`src/rtl/serial_crc8_pkg.sv`:
```
// Shared definitions for the bit-serial CRC-8 framer.
//   CRC_W        : CRC register width.
//   DEFAULT_POLY : default generator polynomial (x^8 term implicit).
//   DEFAULT_INIT : default CRC seed, loaded at reset and at every frame start.
//   state_t      : framer FSM state encoding (StIdle, StData, StCrc).
package serial_crc8_pkg;

  localparam int unsigned CRC_W = 8;

  localparam logic [CRC_W-1:0] DEFAULT_POLY = 8'h07;
  localparam logic [CRC_W-1:0] DEFAULT_INIT = 8'h00;

  typedef logic [1:0] state_t;

  localparam state_t StIdle = 2'd0;  // no frame open
  localparam state_t StData = 2'd1;  // frame open, passing data through
  localparam state_t StCrc  = 2'd2;  // appending the checksum

endpackage

```
`src/rtl/crc8_step.sv`:
```
// One-bit CRC-8 update, purely combinational XOR network (MSB-first shift).
// Ports:
//   crc_in   : current CRC register value.
//   bit_in   : incoming data bit.
//   crc_next : CRC value after folding in bit_in.
// Parameter POLY selects the generator polynomial (implicit x^8 term).
module crc8_step
  import serial_crc8_pkg::*;
#(
  parameter logic [CRC_W-1:0] POLY = DEFAULT_POLY
) (
  input  logic [CRC_W-1:0] crc_in,
  input  logic             bit_in,
  output logic [CRC_W-1:0] crc_next
);

  logic feedback;

  assign feedback = crc_in[CRC_W-1] ^ bit_in;
  assign crc_next = {crc_in[CRC_W-2:0], 1'b0} ^ ({CRC_W{feedback}} & POLY);

endmodule

```
`src/rtl/serial_crc8_framer.sv`:
```
// Bit-serial framer: passes data bits through and appends a CRC-8, MSB-first,
// after the bit flagged with up_last. Valid/ready handshake on both sides.
// Ports:
//   clk, rst_n                  : clock, asynchronous active-low reset.
//   up_valid/up_data/up_last    : upstream bit, with end-of-frame marker.
//   up_ready                    : upstream bit accepted this cycle.
//   down_valid/down_data        : output bit (data or CRC).
//   down_last                   : marks the final CRC bit of a frame.
//   down_ready                  : downstream accepts the output bit.
// Build option: define SERIAL_CRC8_FINAL_XOR_EN to emit the inverted CRC.
// The internal CRC register is the same in both builds.
module serial_crc8_framer
  import serial_crc8_pkg::*;
#(
  parameter logic [CRC_W-1:0] POLY = DEFAULT_POLY,
  parameter logic [CRC_W-1:0] INIT = DEFAULT_INIT
) (
  input  logic clk,
  input  logic rst_n,
  input  logic up_valid,
  input  logic up_data,
  input  logic up_last,
  output logic up_ready,
  output logic down_valid,
  output logic down_data,
  output logic down_last,
  input  logic down_ready
);

  state_t           state_q, state_d;
  logic [CRC_W-1:0] crc_q, crc_d;
  logic [2:0]       cnt_q, cnt_d;
  logic             valid_q, valid_d;
  logic             data_q, data_d;
  logic             last_q, last_d;

  logic [CRC_W-1:0] crc_next;
  logic [CRC_W-1:0] crc_out;
  logic [2:0]       bit_idx;
  logic             slot_free;
  logic             up_fire;
  logic             down_fire;

  crc8_step #(
    .POLY(POLY)
  ) u_crc8_step (
    .crc_in  (crc_q),
    .bit_in  (up_data),
    .crc_next(crc_next)
  );

`ifdef SERIAL_CRC8_FINAL_XOR_EN
  assign crc_out = ~crc_q;
`else
  assign crc_out = crc_q;
`endif

  // Output register can take a new bit when empty or being drained this cycle.
  assign slot_free = !valid_q | down_ready;
  assign up_ready  = slot_free & (state_q != StCrc);
  assign up_fire   = up_valid & up_ready;
  assign down_fire = valid_q & down_ready;
  assign bit_idx   = 3'd7 - cnt_q;

  assign down_valid = valid_q;
  assign down_data  = data_q;
  assign down_last  = last_q;

  always_comb begin
    state_d = state_q;
    crc_d   = crc_q;
    cnt_d   = cnt_q;
    valid_d = valid_q;
    data_d  = data_q;
    last_d  = last_q;

    if (up_fire) begin
      valid_d = 1'b1;
      data_d  = up_data;
      last_d  = 1'b0;
      crc_d   = crc_next;
      if (up_last) begin
        state_d = StCrc;
        cnt_d   = 3'd0;
      end else begin
        state_d = StData;
      end
    end else if ((state_q == StCrc) && slot_free) begin
      valid_d = 1'b1;
      data_d  = crc_out[bit_idx];
      last_d  = (cnt_q == 3'd7);
      if (cnt_q == 3'd7) begin
        // Re-seed now so a new frame can start while the last CRC bit drains.
        state_d = StIdle;
        crc_d   = INIT;
        cnt_d   = 3'd0;
      end else begin
        cnt_d = cnt_q + 3'd1;
      end
    end else if (down_fire) begin
      valid_d = 1'b0;
    end
  end

  always_ff @(posedge clk or negedge rst_n) begin
    if (!rst_n) begin
      state_q <= StIdle;
      crc_q   <= INIT;
      cnt_q   <= 3'd0;
      valid_q <= 1'b0;
      data_q  <= 1'b0;
      last_q  <= 1'b0;
    end else begin
      state_q <= state_d;
      crc_q   <= crc_d;
      cnt_q   <= cnt_d;
      valid_q <= valid_d;
      data_q  <= data_d;
      last_q  <= last_d;
    end
  end

endmodule

```
`config.mk`:
```
export PLATFORM = sky130hd
export DESIGN_NAME = serial_crc8_framer
export DESIGN_NICKNAME = d
export VERILOG_FILES = /design/src/rtl/serial_crc8_pkg.sv /design/src/rtl/crc8_step.sv /design/src/rtl/serial_crc8_framer.sv
export SDC_FILE = /design/constraint.sdc
export NUM_CORES = 1
export LEC_CHECK = 0
export CAP_MARGIN = 25
export CORE_MARGIN = 4
export CORE_UTILIZATION = 55
export CTS_CLUSTER_DIAMETER = 50
export CTS_CLUSTER_SIZE = 24
export DETAILED_ROUTE_END_ITERATION = 8
export PLACE_DENSITY = 0.92
export SLEW_MARGIN = 20
export SYNTH_ARGS = -nofsm -noshare
export SYNTH_HDL_FRONTEND = slang
export SYNTH_SLANG_ARGS = --single-unit
```
`constraint.sdc`:
```
create_clock -name clk -period 2.6 [get_ports clk]
set_clock_uncertainty 0.15 [all_clocks]
set_input_delay 0.78 -clock clk [delete_from_list [all_inputs] [get_ports clk]]
set_output_delay 0.78 -clock clk [all_outputs]
set_load 0.005 [all_outputs]
```
# ---- Word level (Yosys, flattened, before mapping)
# Cells that the tools add are included.
dict set report totals {
  out_inout_bits 4
  ff_bits 16
  elab_cells 46
}
dict set report classes {
  n_bitwise 6
  magnitude_cmp 1
  add_sub_neg 2
  mux 20
  reduce_logical 7
  n_eq_ne 4
}
# operator n
set op_table {}
lappend op_table {{$mux W8} 3}
lappend op_table {{$mux W3} 4}
lappend op_table {{$mux W1} 8}
lappend op_table {{$mux W2} 4}
lappend op_table {{$xor A8 B3 Y8} 1}
lappend op_table {{$lt A3 B4 Y1 const B} 1}
lappend op_table {{$ne A2 B2 Y1 const B} 2}
lappend op_table {{$reduce_and A2 Y1} 2}
lappend op_table {{$reduce_bool A2 Y1} 2}
lappend op_table {{$add A3 B1 Y3 const B} 1}
lappend op_table {{$and A1 B1 Y1} 3}
lappend op_table {{$bmux W1 S3} 1}
lappend op_table {{$eq A3 B3 Y1 const B} 1}
lappend op_table {{$reduce_bool A3 Y1} 1}
lappend op_table {{$sub A3 B3 Y3 const A} 1}
lappend op_table {{$eq A2 B2 Y1 const B} 1}
lappend op_table {{$logic_and A1 B1 Y1} 1}
lappend op_table {{$logic_not A1 Y1} 1}
lappend op_table {{$or A1 B1 Y1} 1}
lappend op_table {{$xor A1 B1 Y1} 1}

# ---- Longest topological paths before layout
dict set report logic_depth {
  depth_word 6
  mapped_depth 5
  depth_no_buf 4
}

# ---- Cells and area by module
# A second synthesis with hierarchy kept.
dict set report hier_totals {
  hier_cells 69
  area_unflattened_um2 812.0
}
# mod cells_each n_inst area_per_inst_um2 seq_area_each_um2
set by_module_without_submodules {}
lappend by_module_without_submodules {serial_crc8_framer 60 1 710.7 400.4}
lappend by_module_without_submodules {crc8_step 9 1 101.3 0.0}

# ---- Least setup slack after synthesis
# Ideal clock, no wire load.
dict set report synth_timing {
  kind {input port to output port}
  start {input port down_ready}
  end {output port up_ready}
  path_buffers 0
  path_slack_ns 0.652
  path_stages 2
  arrival_ns 1.018
  path_cell_list {nor2b_1 > nor2_1}
}
dict set report synth_between {
  elab_chain_cells 2
}
# element line
set synth_lines {}
lappend synth_lines {{from (decl)} serial_crc8_framer.sv:27} ;# input logic down_ready
lappend synth_lines {{$or A1 B1 Y1} serial_crc8_framer.sv:59} ;# assign slot_free = !valid_q | down_ready;
lappend synth_lines {{$and A1 B1 Y1} serial_crc8_framer.sv:60} ;# assign up_ready = slot_free & (state_q != StCrc);
lappend synth_lines {{to (decl)} serial_crc8_framer.sv:23} ;# output logic up_ready,
# Every way passes these cells.

# ---- Worst setup path in the final report
# Ends and elaborated chain as after synthesis.

==> impl_metrics.ini <==
[cts]
clock-sinks = 16
numCtsBuffers = 3
cts_max_path_buffers = 2
cts_tree = built
ctsHoldBuffers = 0
clk_latency_ns = 0.29
htreeDepth = 1
clockRootBuffer = clkbuf_4
clk_pin_slew_worst_paths_ns = 0.09

[hold_path]
hold_path.class = reg2reg
min-delay-start = state_q[1]
hold_end = state_q[1]
whs_path_depth = 1

[worst_setup_path]
regToRegEndpoint = crc_out[2]
crit_path_start = down_ready
worstPathArrival_ns = 1.55
r2r_cells = 6
crit_fanout = 2
required_ns = 1.67
cp-start-kind = input port
worst_setup_path_end_kind = output pin
r2r_slack_ns = 0.83
rr_startpoint = down_valid
path_class = in2out

[drt]
drtIter0Drc = 14
route.met2.wl_um = 843
first_pass_iters = 2
wl_met1_um = 666
finalWirelength_um = 1610
antenna_left = 0
wire_per_inst_um = 16.9
via_per_inst = 5.96
top_layer = met4
vias = 566
met3WireLength_um = 55
drc = 0

[global_routing]
grt_pass1_wl_um = 2650
grt.overflow.total = 0
track_usage_pct = 18.2
grt_antenna_before_repair = 0
grt_start_max_net_pins = 17
grt_pass1_vias = 613

[sta]
rsz0062_at_grt = no
max-slew-margin-rel_pct = 71.7
final-setup-viol-count = 0
layout_setup_ws_ns = 0.121
tightest_slew_ns = 0.422
fmax_mhz = 403
timing.hold.ws_ns = 0.376
period_minus_slack_ns = 2.48
fin_tns_setup_ns = 0
timing_hold_violations_final = 0
finalMaxSlewViolations = 0
period_share_pct = 95.3

[placement]
numPortBuffers = 9
dpl_cell_area_sq_um = 877
place_hpwl_um = 1160
place_inst = 90
dp_slack_ns = -0.271
gp_congestion = 0.757

[yosys]
dominantRegCellSynth = dfrtp_1
synth_cells = 64
ys.warnings.count = 0
synth_top_cell_area_share_pct = 53.2
avgSynthCellArea_sq_um = 11.8
synthesis.area_sq_um = 753
synth_seq_area_share_pct = 53.2
yosys.area_share.adder_pct = 3.32
synth_common_cells = dfrtp_1, a22o_1, nand2_1
synthMuxAreaShare_pct = 4.49
synthSimpleGateAreaFrac_pct = 15.0
yosys.area_share.xor_xnor_pct = 3.49
synth-edff-count = 0
synthArstFlopShare_pct = 100
synth_compound_area_share_pct = 19.1
synth_top_family_by_area = compound AO/OA/AOI/OAI gates
synth_nets = 72
synth_cell_types = 28
yosys-top-cells-area = dfrtp_1, a22o_1, xnor2_1
synth-seq-cells = 16
yosysMostFrequentCell = dfrtp_1
yosysTopAreaCell = dfrtp_1

[floorplan]
initial_core_util_pct = 57.9
coreArea_sq_um = 1300
ios = 10
die_height_um = 45.0
die_x_um = 45.0
die_area_sq_um = 2030
num_rows = 13

[finish]
n_antenna_cell = 0
layout-drive-gt1-share_pct = 17.5
area_growth_pct = 21.6
fin_nets = 89
finalNonFillerCells = 95
fin_area_sq_um = 916

[power]
p_leak_nw = 0.419
power_density_nw_per_um2 = 1060
vdd_drop_max_v = 0.000593

[run]
cap_violations = 0

[status]
status = completed
==> sequential cells by signal (all words and copies together), names as in the netlist <==
signal and flops:
crc_out 8, down_data 1, down_valid 1, down_last 1, state_q 2, cnt_q 3
==> per-layer routing <==
layer	GRT usage (%)	up-vias
li1	-	269
met1	21.2	280
met2	33.1	13
met3	2.79	4
met4	7.02	0
met5	0	-
==> report_power, final <==
| part | leakage, nW | total [W] | switching (W) | internal [W] |
|---|---|---|---|---|
| registers | 0.203 | 0.000435 | 0.0000890 | 0.000346 |
| logic | 0.195 | 0.000375 | 0.000169 | 0.000205 |
| clock network | 0.0210 | 0.000164 | 0.0000789 | 0.0000853 |
| total | 0.419 | 0.000973 | 0.000337 | 0.000636 |
==> cells in the final DEF (no fill, tap or decap) <==
master	n
nand2_1	6
and2b_1	1
mux2_2	1
nor2_2	1
o21ai_1	2
nor3_1	1
nor2b_1	2
and3_1	1
mux4_2	1
inv_1	1
a22o_1	8
and2_4	1
a2111oi_1	1
nor2_1	2
o22ai_1	1
clkbuf_2	1
a221o_1	1
xnor2_1	3
nand2b_1	3
o2bb2ai_1	1
clkdlybuf4s50_1	8
a21o_1	1
ha_1	2
buf_4	4
nand3_1	1
or3_1	2
clkbuf_8	1
clkbuf_4	3
o31ai_1	1
o21ai_0	1
a21oi_2	1
dfrtp_1	16
==> critical path, stage by stage <==
cell and delay, ns:
clkdlybuf4s50_1 0.47, nor2b_1 0.06, nor2_1 0.11, clkbuf_2 0.13
==> repair_timing <==
item / 4_1_cts / 5_1_grt
gates resized for setup: 2 / 1
buffers inserted: 1 / 0
setup endpoints to repair: 1 / 1
==> cell families after synthesis <==
group / Yosys count
mux: 2
xor+xnor: 3
flops: 16
simple gates: 21
fa+ha+maj: 2
buf+inv: 2
compound gates: 18
==> worst max-delay path by stage <==
stage          endpoint  slack (ns)
2_1_floorplan  up_ready        0.65
5_1_grt        up_ready        0.09
4_1_cts        up_ready        0.03
3_5_place_dp   up_ready       -0.27
6_report       up_ready        0.12
3_3_place_gp   up_ready       -0.20
==> area by class of cell <==
cell class,count,area [sq um]
flip-flops and latches,16,400
fillers,92,385
multi-input cells,46,342
repair buffers,13,115
clock buffers,4,36.3
well taps,15,18.8
inverters,1,3.75
==> metrics by stage <==
stage	util, %	total power, W
6_report	70.4	0.000973
2_1_floorplan	-	0.000683
3_3_place_gp	67.4	0.000784
4_1_cts	70.8	0.000981
5_1_grt	70.4	0.00103
3_5_place_dp	67.4	0.000813
Note: power is estimated with default switching activity, not from simulation.
